File: config.mk
export PLATFORM = sky130hd
export DESIGN_NAME = gfx_rom_arbiter
export DESIGN_NICKNAME = d
export VERILOG_FILES = /design/src/rtl/gfx_rom_arbiter.sv
export SDC_FILE = /design/constraint.sdc
export NUM_CORES = 1
export LEC_CHECK = 0
export ABC_AREA = 1
export CAP_MARGIN = 20
export CORE_UTILIZATION = 31
export DETAILED_ROUTE_END_ITERATION = 16
export REMOVE_ABC_BUFFERS = 1
export SYNTH_ARGS = -nofsm -noshare
export SYNTH_HDL_FRONTEND = slang
export SYNTH_SLANG_ARGS = --single-unit
File: constraint.sdc
create_clock -name CLK96 -period 3.1 [get_ports CLK96]
set_input_delay 0.465 -clock CLK96 [delete_from_list [all_inputs] [get_ports CLK96]]
set_output_delay 0.465 -clock CLK96 [all_outputs]
set_load 0.05 [all_outputs]
File: src/rtl/gfx_rom_arbiter.sv
// Round-robin 4-port CS/OK read responder onto one outstanding SDRAM read; OK 2+ cycles after CS, held until CS drops.
// Optional GFX_ARB_CACHE_EN: per-port last-address tag answers repeat reads in 1 cycle without a memory access.
module gfx_rom_arbiter #(
    parameter int AW = 22,
    parameter int DW = 32
) (
    input  logic            CLK96,
    input  logic            RESET96_N,
    input  logic [3:0]      P_CS,
    input  logic [4*AW-1:0] P_ADDR,
    output logic [3:0]      P_OK,
    output logic [4*DW-1:0] P_DOUT,
    output logic            MEM_REQ,
    output logic [AW-1:0]   MEM_ADDR,
    input  logic            MEM_RDY,
    input  logic [DW-1:0]   MEM_DATA
);

    typedef enum logic [1:0] {
        S_IDLE  = 2'd0,
        S_ISSUE = 2'd1,
        S_DONE  = 2'd2
    } state_t;

    state_t          state_q;
    logic [1:0]      win_q;
    logic [1:0]      rr_q;
    logic            abort_q;
    logic            mem_req_q;
    logic [AW-1:0]   mem_addr_q;
    logic [3:0]      ok_q;
    logic [3:0]      ok_d;
    logic [DW-1:0]   dout_q [4];
    logic [AW-1:0]   port_addr [4];

    logic [3:0]      granted;
    logic [3:0]      pending;
    logic [3:0]      hit;
    logic [3:0]      cand;
    logic            complete;
    logic            pick_vld;
    logic [1:0]      pick_idx;
    logic [1:0]      idx;

    for (genvar g = 0; g < 4; g++) begin : g_port
        assign port_addr[g]       = P_ADDR[g*AW +: AW];
        assign P_DOUT[g*DW +: DW] = dout_q[g];
    end

`ifdef GFX_ARB_CACHE_EN
    logic [AW-1:0]   tag_q [4];
    logic [3:0]      tag_vld_q;

    always_comb begin
        hit = '0;
        for (int n = 0; n < 4; n++) begin
            hit[n] = (state_q == S_IDLE) && pending[n] && tag_vld_q[n] &&
                     (tag_q[n] == port_addr[n]);
        end
    end
`else
    assign hit = '0;
`endif

    always_comb begin
        granted  = (state_q == S_IDLE) ? 4'b0000 : (4'b0001 << win_q);
        pending  = P_CS & ~ok_q & ~granted;
        cand     = pending & ~hit;
        pick_vld = 1'b0;
        pick_idx = rr_q;
        idx      = '0;
        // Search starts one past the last granted port; i=4 wraps back to rr_q itself.
        for (int i = 1; i <= 4; i++) begin
            idx = rr_q + 2'(i);
            if (!pick_vld && cand[idx]) begin
                pick_vld = 1'b1;
                pick_idx = idx;
            end
        end
        complete = (state_q == S_ISSUE) && MEM_RDY && !abort_q && P_CS[win_q];
        ok_d     = (ok_q & P_CS) | hit | (complete ? (4'b0001 << win_q) : 4'b0000);
    end

    always_ff @(posedge CLK96 or negedge RESET96_N) begin
        if (!RESET96_N) begin
            state_q    <= S_IDLE;
            win_q      <= 2'd0;
            rr_q       <= 2'd3;
            abort_q    <= 1'b0;
            mem_req_q  <= 1'b0;
            mem_addr_q <= '0;
            ok_q       <= '0;
            for (int n = 0; n < 4; n++) dout_q[n] <= '0;
`ifdef GFX_ARB_CACHE_EN
            for (int n = 0; n < 4; n++) tag_q[n] <= '0;
            tag_vld_q  <= '0;
`endif
        end else begin
            ok_q <= ok_d;
            case (state_q)
                S_IDLE: begin
                    if (pick_vld) begin
                        win_q      <= pick_idx;
                        mem_addr_q <= port_addr[pick_idx];
                        mem_req_q  <= 1'b1;
                        abort_q    <= 1'b0;
                        state_q    <= S_ISSUE;
                    end
                end
                S_ISSUE: begin
                    // A dropped CS is remembered so a later re-raise cannot revive this read.
                    if (!P_CS[win_q]) abort_q <= 1'b1;
                    if (MEM_RDY) begin
                        mem_req_q <= 1'b0;
                        state_q   <= S_DONE;
                        if (complete) begin
                            dout_q[win_q] <= MEM_DATA;
`ifdef GFX_ARB_CACHE_EN
                            tag_q[win_q]     <= mem_addr_q;
                            tag_vld_q[win_q] <= 1'b1;
`endif
                        end
                    end
                end
                S_DONE: begin
                    rr_q    <= win_q;
                    state_q <= S_IDLE;
                end
                default: state_q <= S_IDLE;
            endcase
        end
    end

    assign P_OK     = ok_q;
    assign MEM_REQ  = mem_req_q;
    assign MEM_ADDR = mem_addr_q;

endmodule

==> results.md <==
- Slew Limit Fails: 0
- Port buffer count: 281
- Register area: 4060 um2
- Die X-Extent: 155 um
- Most used cell, CP: nand2_1
- RSZ-0062 raised after global routing: false
- Min cycle time layout: 2.51 ns
- Synth top area share: 0.554
- CTS Buf Count: 17
- Residual DRC count: 0
- Clk pwr share: 0.164
- Post-CTS Repair Setup Buffers: 0
- Initial core utilization: 0.318
- Post-Synth XOR/XNOR Area: 0.00225
- Sequential power share: 0.246
- Post-Synthesis Cells: 850
- Area Overhead vs Synth: 51.4%
- Register clock-pin slew on the reported worst setup and hold paths: 0.08 ns
- Largest net degree at the start of global routing: 70
- Die Y: 155 um
- Antenna cells: 0
- #FFs+latches synth: 162
- CP endpoint kind: register
- Clk buf depth: 2
- DRT iter0 DRCs: 400
- Rows: 55
- Comb pwr share: 0.590
- Peak Freq: 0.399 GHz
- Fin nets: 1,242
- Mean Syn Cell Area: 8.49 um2
- Setup TNS: 0 ns
- Final setup viols: 0
- All-Layer GR Usage: 0.199
- Pint: 6.73 mW
- Sw frac: 0.514
- Main combinational cell family by area after synthesis: simple AND/OR/NAND/NOR gates
- Pwr per Cell Area: 1270 nW/um2
- Worst slew pin tran: 0.699 ns
- Congestion Overflow GR: 0
- Adder-cell share of the synthesized area: 0
- Fin. Hold Viols: 0
- P_leak: 5.11 nW
- Initial DRT Pass Iterations: 6
- Sequential cell area fraction in the yosys report: 0.562
- DP HPWL: 15.9 mm
- Worst slew margin: 0.534
- WP buf/inv: 1
- Cell breakdown of the critical path: inv_4 > nand3_1 > nand2_1 > nand2_1 > nand2_1 > nand2_2 > nand2_2 > nand2_4 > nand2_2 > nand2_1 > nand3_1 > nand3_1 > nand2_1
- Antenna violations before repair: 0
- Core outline area: 22,700 um2
- Crit-path max FO: 24
- FF-to-FF End: MEM_ADDR[6]
- Antenna-violating nets left: 0
- WS Path Type: reg2reg
- WL per Instance: 16.5 um
- Clk sinks: 162
- CTS tree: yes
- Synth cell types: 27
- Hold crit path type: in2async
- Worst path arrival time: 2.83 ns
- Yosys top cell by area: dfrtp_1
- Final clock period utilization by the worst path: 0.809
- Worst r2r src: rr_q[0]
- Die ar.: 23,900 um2
- Synth area leaders: dfrtp_1, nand2_1, o21ai_0, nand3_1, inv_1
- Final wirelength: 23.3 mm
- Placer Congestion: 0.875
- Post-CTS sizing: 0
- Total chip power: 13.8 mW
- Net Sw Power: 7.11 mW
- Post-DR vias/cell: 4.68
- Worst Reg-to-Reg Cells: 13
- Critical path's slowest cell: dfstp_2
- Compound-cell area share of the yosys netlist: 0.0974
- First-pass GRT wire length: 37.1 mm
- R2R setup slack: 0.59 ns
- Multi-input gate area: 2660 um2
- Peak VDD IR: 0.000626 V
- Io pins: 282
- Clk_lat worst skew: 0.43 ns
- Synthesized area: 7220 um2
- Routed vias: 6,616
- Yosys Warn Count: 0
- Max-cap viol count: 0
- Filler cells: 2,205
- Clk_skew: 0.0160 ns
- Worst stage delay on the critical path: 0.72 ns
- Layout cells sized above 1: 0.0727
- Vias in the first global route: 6,557
- CP required: 3.42 ns
- # hold bufs at CTS: 0
- Multiplexer area fraction after synthesis: 0
- Critical path's top delay family: simple AND/OR/NAND/NOR gates
- Root buffer cell: clkbuf_16
- Status: complete, no violations
- Synth Area in Simple Gates: 0.266
- H-tree depth: 4
- Critical Path Start Type: register
how the worst max path moves through the flow:
stage,slack [ns],to,start,depth (start not counted)
global route,0.40,MEM_ADDR[20],rr_q[0],13
floorplan,0.72,P_DOUT[0],MEM_RDY,4
global placement,0.37,MEM_ADDR[21],P_CS[0],15
CTS,0.59,MEM_ADDR[6],rr_q[0],13
detailed placement,0.29,MEM_ADDR[6],P_CS[0],15
finish,0.59,MEM_ADDR[6],rr_q[0],13
cells in the mapped netlist, drive strengths merged:
cell type and count:
nor3 1, nor2 10, nand3b 21, a211oi 1
inv 67, nand4 1, clkinv 1, xnor2 1
a22oi 2, dfrtp 160, nand2 278, clkbuf 28
dfstp 2, o21ai 135, buf 24, nand3 118
power groups by stage:
stage | sequential, mW | combinational (mW) | clock [mW]
after floorplan | 5.96 | 2.73 | 0
after global placement | 3.42 | 8.13 | 0
after detailed placement | 3.43 | 8.19 | 0
after CTS | 3.41 | 8.21 | 2.32
after global routing | 3.51 | 8.84 | 2.41
final | 3.41 | 8.17 | 2.26
sequential cells by signal, indices dropped and copies added, names as in the netlist:
register / flops
rr_q: 2
state_q: 2
P_DOUT: 128
P_OK: 4
win_q: 2
MEM_ADDR: 22
abort_q: 1
MEM_REQ: 1
cells in the final DEF, fill, tap and decap left out, types with 9 or more instances in the layout:
| cell | instances |
|---|---|
| inv_1 | 61 |
| clkdlybuf4s50_1 | 280 |
| dfrtp_1 | 160 |
| buf_4 | 15 |
| o21ai_0 | 134 |
| nand3_1 | 108 |
| nand2_1 | 270 |
| clkbuf_16 | 17 |
| nand3_2 | 9 |
| nand3b_1 | 21 |
layer usage:
metal  global-route usage  up-vias  wire length, um
met2                0.301      296             9860
met4               0.0570        0              317
li1                     -     3276                -
met3               0.0888       16             2710
met5                    0        -                0
met1                0.257     3028            10400
worst reg2reg max path, stage by stage, from the launching register on:
cell,delay [ns]
dfstp_2,0.72
inv_4,0.11
nand3_1,0.15
nand2_1,0.07
nand2_1,0.05
nand2_1,0.12
nand2_2,0.13
nand2_2,0.07
nand2_4,0.21
nand2_2,0.35
nand2_1,0.19
nand3_1,0.09
nand3_1,0.09
nand2_1,0.05
layout make-up:
class | count | area share
Sequential cell | 162 | 0.371
Multi-Input combinational cell | 568 | 0.243
Timing Repair Buffer | 298 | 0.271
Inverter | 68 | 0.0237
Tap cell | 285 | 0.0326
Clock inverter | 15 | 0.0191
Clock buffer | 17 | 0.0389
kinds of logic (layout without fill, tap and decap cells):
group	after synthesis	in the layout
simple gates	429	429
compound gates	138	138
xor+xnor	1	1
buf+inv	120	398
flops	162	162
through the flow:
stage | hold slack, ns | worst slack (ns) | cells | util | cell area [um2]
after detailed placement | 0.465 | 0.286 | 1381 | 0.453 | 10300
after global routing | 0.101 | 0.400 | 1413 | 0.481 | 10900
after global placement | 0.463 | 0.371 | 1381 | 0.453 | 10300
after floorplan | 0.169 | 0.721 | 798 | - | 6960
after CTS | 0.0644 | 0.588 | 1413 | 0.481 | 10900
final | 0.0597 | 0.591 | 1413 | 0.481 | 10900
(Power assumes the default switching activity.)
